### config.mk
export PLATFORM = sky130hd
export DESIGN_NAME = lsu_mem_ctrl
export DESIGN_NICKNAME = d
export VERILOG_FILES = /design/src/rtl/lsu_mem_ctrl.sv
export SDC_FILE = /design/constraint.sdc
export NUM_CORES = 1
export LEC_CHECK = 0
export CORE_MARGIN = 2
export CORE_UTILIZATION = 51
export DETAILED_ROUTE_END_ITERATION = 7
export HOLD_SLACK_MARGIN = 0.02
export PLACE_DENSITY = 0.87
export SLEW_MARGIN = 10
export SYNTH_ARGS = -nofsm -noshare
export SYNTH_HDL_FRONTEND = slang
export SYNTH_SLANG_ARGS = --single-unit
### constraint.sdc
create_clock -name clk -period 10.1 [get_ports clk]
set_input_delay 2.525 -clock clk [delete_from_list [all_inputs] [get_ports clk]]
set_output_delay 2.525 -clock clk [all_outputs]
set_load 0.1 [all_outputs]
### src/rtl/lsu_mem_ctrl.sv
// ---------------------------------------------------------------------------
// lsu_mem_ctrl
//
// Load/store controller between the CPU memory-access stage and a word-mode
// data RAM. Byte and halfword stores are read-modify-write sequences, so the
// other bytes of the addressed word are preserved. Loads extract the
// addressed byte or halfword lane and sign- or zero-extend it. Misaligned
// accesses and the illegal size encoding complete with an error and do not
// touch the RAM.
//
// Ports
//   clk, reset        rising-edge clock, asynchronous active-high reset
//   req_valid/ready   CPU request handshake (ready only while idle)
//   req_we            1 = store, 0 = load
//   req_addr          byte address
//   req_wdata         store data, right-aligned
//   req_size          00 byte, 01 half, 10 word, 11 illegal
//   req_unsigned      1 = zero-extend load, 0 = sign-extend load
//   done              one-cycle completion pulse
//   rdata             load result, valid with done (0 for stores/errors)
//   err               valid with done, misaligned or illegal size
//   mem_we            RAM write enable (one cycle per store)
//   mem_addr          word-aligned RAM address
//   mem_wData         merged RAM write word
//   mem_rData         RAM combinational read data
//   mem_LSControl     RAM access mode, fixed to word
//   mem_SignControl   RAM sign control, fixed to 0
// ---------------------------------------------------------------------------
module lsu_mem_ctrl #(
    parameter int unsigned ADDR_W = 32
) (
    input  logic              clk,
    input  logic              reset,

    input  logic              req_valid,
    output logic              req_ready,
    input  logic              req_we,
    input  logic [ADDR_W-1:0] req_addr,
    input  logic [31:0]       req_wdata,
    input  logic [1:0]        req_size,
    input  logic              req_unsigned,

    output logic              done,
    output logic [31:0]       rdata,
    output logic              err,

    output logic              mem_we,
    output logic [ADDR_W-1:0] mem_addr,
    output logic [31:0]       mem_wData,
    input  logic [31:0]       mem_rData,
    output logic [1:0]        mem_LSControl,
    output logic              mem_SignControl
);

    localparam logic [1:0] SizeByte = 2'b00;
    localparam logic [1:0] SizeHalf = 2'b01;
    localparam logic [1:0] SizeWord = 2'b10;

    typedef enum logic [1:0] {
        StIdle,
        StRd,
        StWr,
        StResp
    } state_e;

    state_e state_q, state_d;

    logic [ADDR_W-1:0] addr_q;
    logic [31:0]       wdata_q;
    logic [1:0]        size_q;
    logic              unsigned_q;
    logic              we_q;
    logic              err_q;
    logic [31:0]       word_q;

    logic accept;
    logic req_bad;
    logic req_word_store;

    // -----------------------------------------------------------------------
    // Request decode
    // -----------------------------------------------------------------------
    assign accept = req_valid && (state_q == StIdle);

    always_comb begin
        req_bad = 1'b0;
        unique case (req_size)
            SizeByte: req_bad = 1'b0;
            SizeHalf: req_bad = req_addr[0];
            SizeWord: req_bad = (req_addr[1:0] != 2'b00);
            default:  req_bad = 1'b1;
        endcase
    end

    // An aligned word store overwrites the whole word, so no read is needed.
    assign req_word_store = req_we && (req_size == SizeWord);

    // -----------------------------------------------------------------------
    // FSM: state register
    // -----------------------------------------------------------------------
    always_ff @(posedge clk or posedge reset) begin
        if (reset) begin
            state_q <= StIdle;
        end else begin
            state_q <= state_d;
        end
    end

    // -----------------------------------------------------------------------
    // FSM: next state
    // -----------------------------------------------------------------------
    always_comb begin
        state_d = state_q;
        unique case (state_q)
            StIdle: begin
                if (accept) begin
                    if (req_bad) begin
                        state_d = StResp;
                    end else if (req_word_store) begin
                        state_d = StWr;
                    end else begin
                        state_d = StRd;
                    end
                end
            end
            StRd:    state_d = we_q ? StWr : StResp;
            StWr:    state_d = StResp;
            StResp:  state_d = StIdle;
            default: state_d = StIdle;
        endcase
    end

    // -----------------------------------------------------------------------
    // Request and read-data registers
    // -----------------------------------------------------------------------
    always_ff @(posedge clk or posedge reset) begin
        if (reset) begin
            addr_q     <= '0;
            wdata_q    <= '0;
            size_q     <= '0;
            unsigned_q <= 1'b0;
            we_q       <= 1'b0;
            err_q      <= 1'b0;
        end else if (accept) begin
            addr_q     <= req_addr;
            wdata_q    <= req_wdata;
            size_q     <= req_size;
            unsigned_q <= req_unsigned;
            we_q       <= req_we;
            err_q      <= req_bad;
        end
    end

    // The RAM read path terminates here; nothing downstream sees mem_rData
    // combinationally.
    always_ff @(posedge clk or posedge reset) begin
        if (reset) begin
            word_q <= '0;
        end else if (state_q == StRd) begin
            word_q <= mem_rData;
        end
    end

    // -----------------------------------------------------------------------
    // Store merge and load extraction
    // -----------------------------------------------------------------------
    logic [31:0] merged_word;
    logic [7:0]  byte_lane;
    logic [15:0] half_lane;
    logic [31:0] load_word;

    always_comb begin
        merged_word = word_q;
        unique case (size_q)
            SizeByte: merged_word[{addr_q[1:0], 3'b000} +: 8]  = wdata_q[7:0];
            SizeHalf: merged_word[{addr_q[1], 4'b0000} +: 16] = wdata_q[15:0];
            default:  merged_word = wdata_q;
        endcase
    end

    assign byte_lane = word_q[{addr_q[1:0], 3'b000} +: 8];
    assign half_lane = word_q[{addr_q[1], 4'b0000} +: 16];

    always_comb begin
        load_word = word_q;
        unique case (size_q)
            SizeByte: load_word = {{24{~unsigned_q & byte_lane[7]}}, byte_lane};
            SizeHalf: load_word = {{16{~unsigned_q & half_lane[15]}}, half_lane};
            default:  load_word = word_q;
        endcase
    end

    // -----------------------------------------------------------------------
    // FSM: outputs (state-decoded only, no path from req_*)
    // -----------------------------------------------------------------------
    always_comb begin
        req_ready = 1'b0;
        done      = 1'b0;
        err       = 1'b0;
        rdata     = '0;
        mem_we    = 1'b0;
        mem_wData = '0;
        unique case (state_q)
            StIdle: req_ready = 1'b1;
            StRd:   ;
            StWr: begin
                mem_we    = 1'b1;
                mem_wData = merged_word;
            end
            StResp: begin
                done = 1'b1;
                err  = err_q;
                if (!we_q && !err_q) begin
                    rdata = load_word;
                end
            end
            default: ;
        endcase
    end

    assign mem_addr        = {addr_q[ADDR_W-1:2], 2'b00};
    assign mem_LSControl   = 2'b10;
    assign mem_SignControl = 1'b0;

endmodule

==> key figures <==
STA
  • Setup Total Neg Slack: 0 ns
  • Setup Viol. Count Final: 0
  • Fmax: 151 MHz
  • Fin crit share: 65.5%
  • Min Tclk post-route: 6.62 ns
  • Slew headroom: 18.6%
  • Worst slew pin tran: 1.21 ns
  • RSZ-0062 raised after global routing: false
  • Slew Limit Fails: 0
  • Hold Fails Final Rpt: 0
  • Post-Route Skew: 0.00765 ns

Detailed routing
  • Vias: 5388
  • Vias per cell: 6.35
  • Antenna Nets Post-Route: 0
  • Iter 0 DRT Violations: 439
  • Routed WL: 19.7 mm
  • DRC: 0
  • Initial DRT Pass Iterations: 5
  • DR WL/cell: 23.2 um

Setup path
  • WP data required: 7.58 ns
  • Delay-heaviest family, CP: buffers and inverters
  • Slowest cell on crit path: clkdlybuf4s50_1
  • Reg2Reg Capture Point: addr_q[30]
  • Crit-path cells: inv_1, ha_1, nor2b_1, a32oi_1, a21oi_1, clkdlybuf4s50_1
  • Reg2Reg Launch Point: state_q[0]
  • R2R depth: 5
  • Startpoint Class: flop
  • Critical path class: flop to primary output
  • CP max stage delay: 1.17 ns
  • Critical path buffer and inverter count: 2
  • R2r setup slk: 7.53 ns
  • Setup crit end kind: primary output
  • Critical-path maximum fanout: 18
  • Arr. time, crit path: 4.09 ns

Synth
  • EDFF count, synth: 0
  • Yosys cell types: 50
  • Yosys warns: 0
  • Largest area contributor in the netlist: dfrtp_1
  • Post-synth top flop: dfrtp_1
  • Synth area leaders: dfrtp_1, mux2_2, buf_4
  • Sequential-to-total area share from yosys stat: 40.9%
  • Share of the synthesized area in the top cell type: 40.9%
  • Synth Area per Inst: 11.2 um2
  • Synth Instances: 560
  • FFs w/ async S/R, synth: 100%
  • Cell Area, Synth: 6300 um2
  • Yosys reg bits: 103

Placement
  • Port bufs: 200
  • Placed Area: 8060 um2
  • Final GP Congestion: 0.949
  • Post-DP HPWL: 14.2 mm

Cells and area
  • Fin area: 8350 um2
  • Most common cell after layout, fill and taps aside: clkdlybuf4s50_1
  • Layout cell share with drive strength beyond 1: 23.2%
  • Finished Core Util: 69.5%
  • Ant. Diodes: 0
  • Most frequent cells in the layout: clkdlybuf4s50_1, mux2_2, dfrtp_1, o21ai_0, a21oi_1
  • Layout area overhead: 32.6%
  • Final #Nets: 809

Floorplanning
  • Ports: 206
  • DIE WIDTH: 115 um
  • Core ar.: 12000 um2
  • Die Y: 115 um
  • Num rows: 40
  • Die Area: 13300 um2
  • Starting Density: 52.4%

GRT
  • Largest net degree at the start of global routing: 92
  • Vias in the first global route: 5348
  • Initial antenna violation count: 0
  • Grt total ovfl: 0
  • Global Route Usage Sum: 30.1%
  • Global-route wire length before repair: 30.1 mm

Clock tree
  • CTS sink count: 103
  • CTS tree: built
  • TritonCTS buffer count: 9
  • Post-CTS Setup Repair Bufs: 0
  • Htree depth: 3
  • Clk slew on worst S/H paths: 0.07 ns
  • Max clock buf depth: 2
  • Root Buffer: clkbuf_16
  • CTS resizes: 0
  • Clk Latency, worst-skew pair: 0.36 ns
  • # hold bufs at CTS: 0

Min path
  • Hold path depth: 1
  • Hold WC Path Type: flop to flop
  • HP Start: addr_q[19]
  • Hold Crit Endpoint: addr_q[19]

Job
  • Max-cap viol count: 0

Outcome
  • Status: completed
## stage by stage
stage                     worst slack, ns  hold slack [ns]  std cells
after global routing                 3.25            0.527        849
after detailed placement             3.93            0.496        833
after CTS                            3.54            0.510        849
final                                3.48            0.506        849
after global placement               3.67            0.489        833
after floorplan                      1.18            0.481        563
## routing by layer
layer	wire [um]	part of all wire [%]	vias up	global-route usage, %
met1	7950	40	2644	39.7
met2	9050	46	339	46.2
met4	610	3.1	0	11.5
met5	0	0	-	0
li1	-	-	2355	-
met3	2090	11	50	10.0
## cell usage after synthesis, types with 9 or more instances
cell       count
a21oi_1       18
a22oi_1       16
a31oi_1       16
buf_2         11
buf_4         39
clkbuf_1      27
dfrtp_1      103
ha_1           9
mux2_2       114
mux2i_1       17
nor2_1        13
o21ai_0       37
o2bb2ai_2      9
## state kept, by name, summed over array words and instances, names as in the netlist
signal      flops
state_q         2
wdata_q        32
size_q          2
unsigned_q      1
err_q           1
we_q            1
addr_q         32
word_q         32
## worst max-delay path by stage
| stage | start | endpoint | slack (ns) | depth (start not counted) |
|---|---|---|---|---|
| 2_1_floorplan | state_q[0] | rdata[0] | 1.18 | 4 |
| 3_3_place_gp | addr_q[0] | mem_wData[9] | 3.67 | 6 |
| 3_5_place_dp | addr_q[0] | mem_wData[0] | 3.93 | 6 |
| 4_1_cts | addr_q[0] | mem_wData[0] | 3.54 | 6 |
| 5_1_grt | addr_q[0] | mem_wData[3] | 3.25 | 6 |
| 6_report | addr_q[0] | mem_wData[26] | 3.48 | 6 |
## kinds of logic (layout without fill, tap and decap cells)
kind of cell             count (synthesis)  in the layout  synth area share, %
AO/OA/AOI/OAI                          159            159                 18.9
multiplexers                           131            131                 23.1
flip-flops                             103            103                 40.9
buffers and inverters                   92            231                 8.46
AND/OR/NAND/NOR                         64             64                 6.75
adder cells (fa/ha/maj)                  9              9                 1.79
other                                    2              5                0.119
## worst register-to-register path: cells and delay by family (launching register included)
| kind | cells | cell delay, ns |
|---|---|---|
| muxes | 1 | 0.41 |
| buffers and inverters | 2 | 0.68 |
| DFF | 1 | 0.42 |
| and+or+nand+nor | 1 | 0.67 |
| adders and majority gates | 1 | 0.28 |
## cell type report
| cell class | count | area, um2 |
|---|---|---|
| Tap cell | 147 | 184 |
| Clock buffer | 10 | 229 |
| Timing Repair Buffer | 207 | 2060 |
| Clock inverter | 6 | 52.6 |
| Fill cell | 886 | 3660 |
| Inverter | 8 | 32.5 |
| Multi-Input combinational cell | 368 | 3220 |
| Sequential cell | 103 | 2580 |
Power is not shown: default switching activity piles up to over one toggle a cycle in this logic, so the estimate is an artifact.
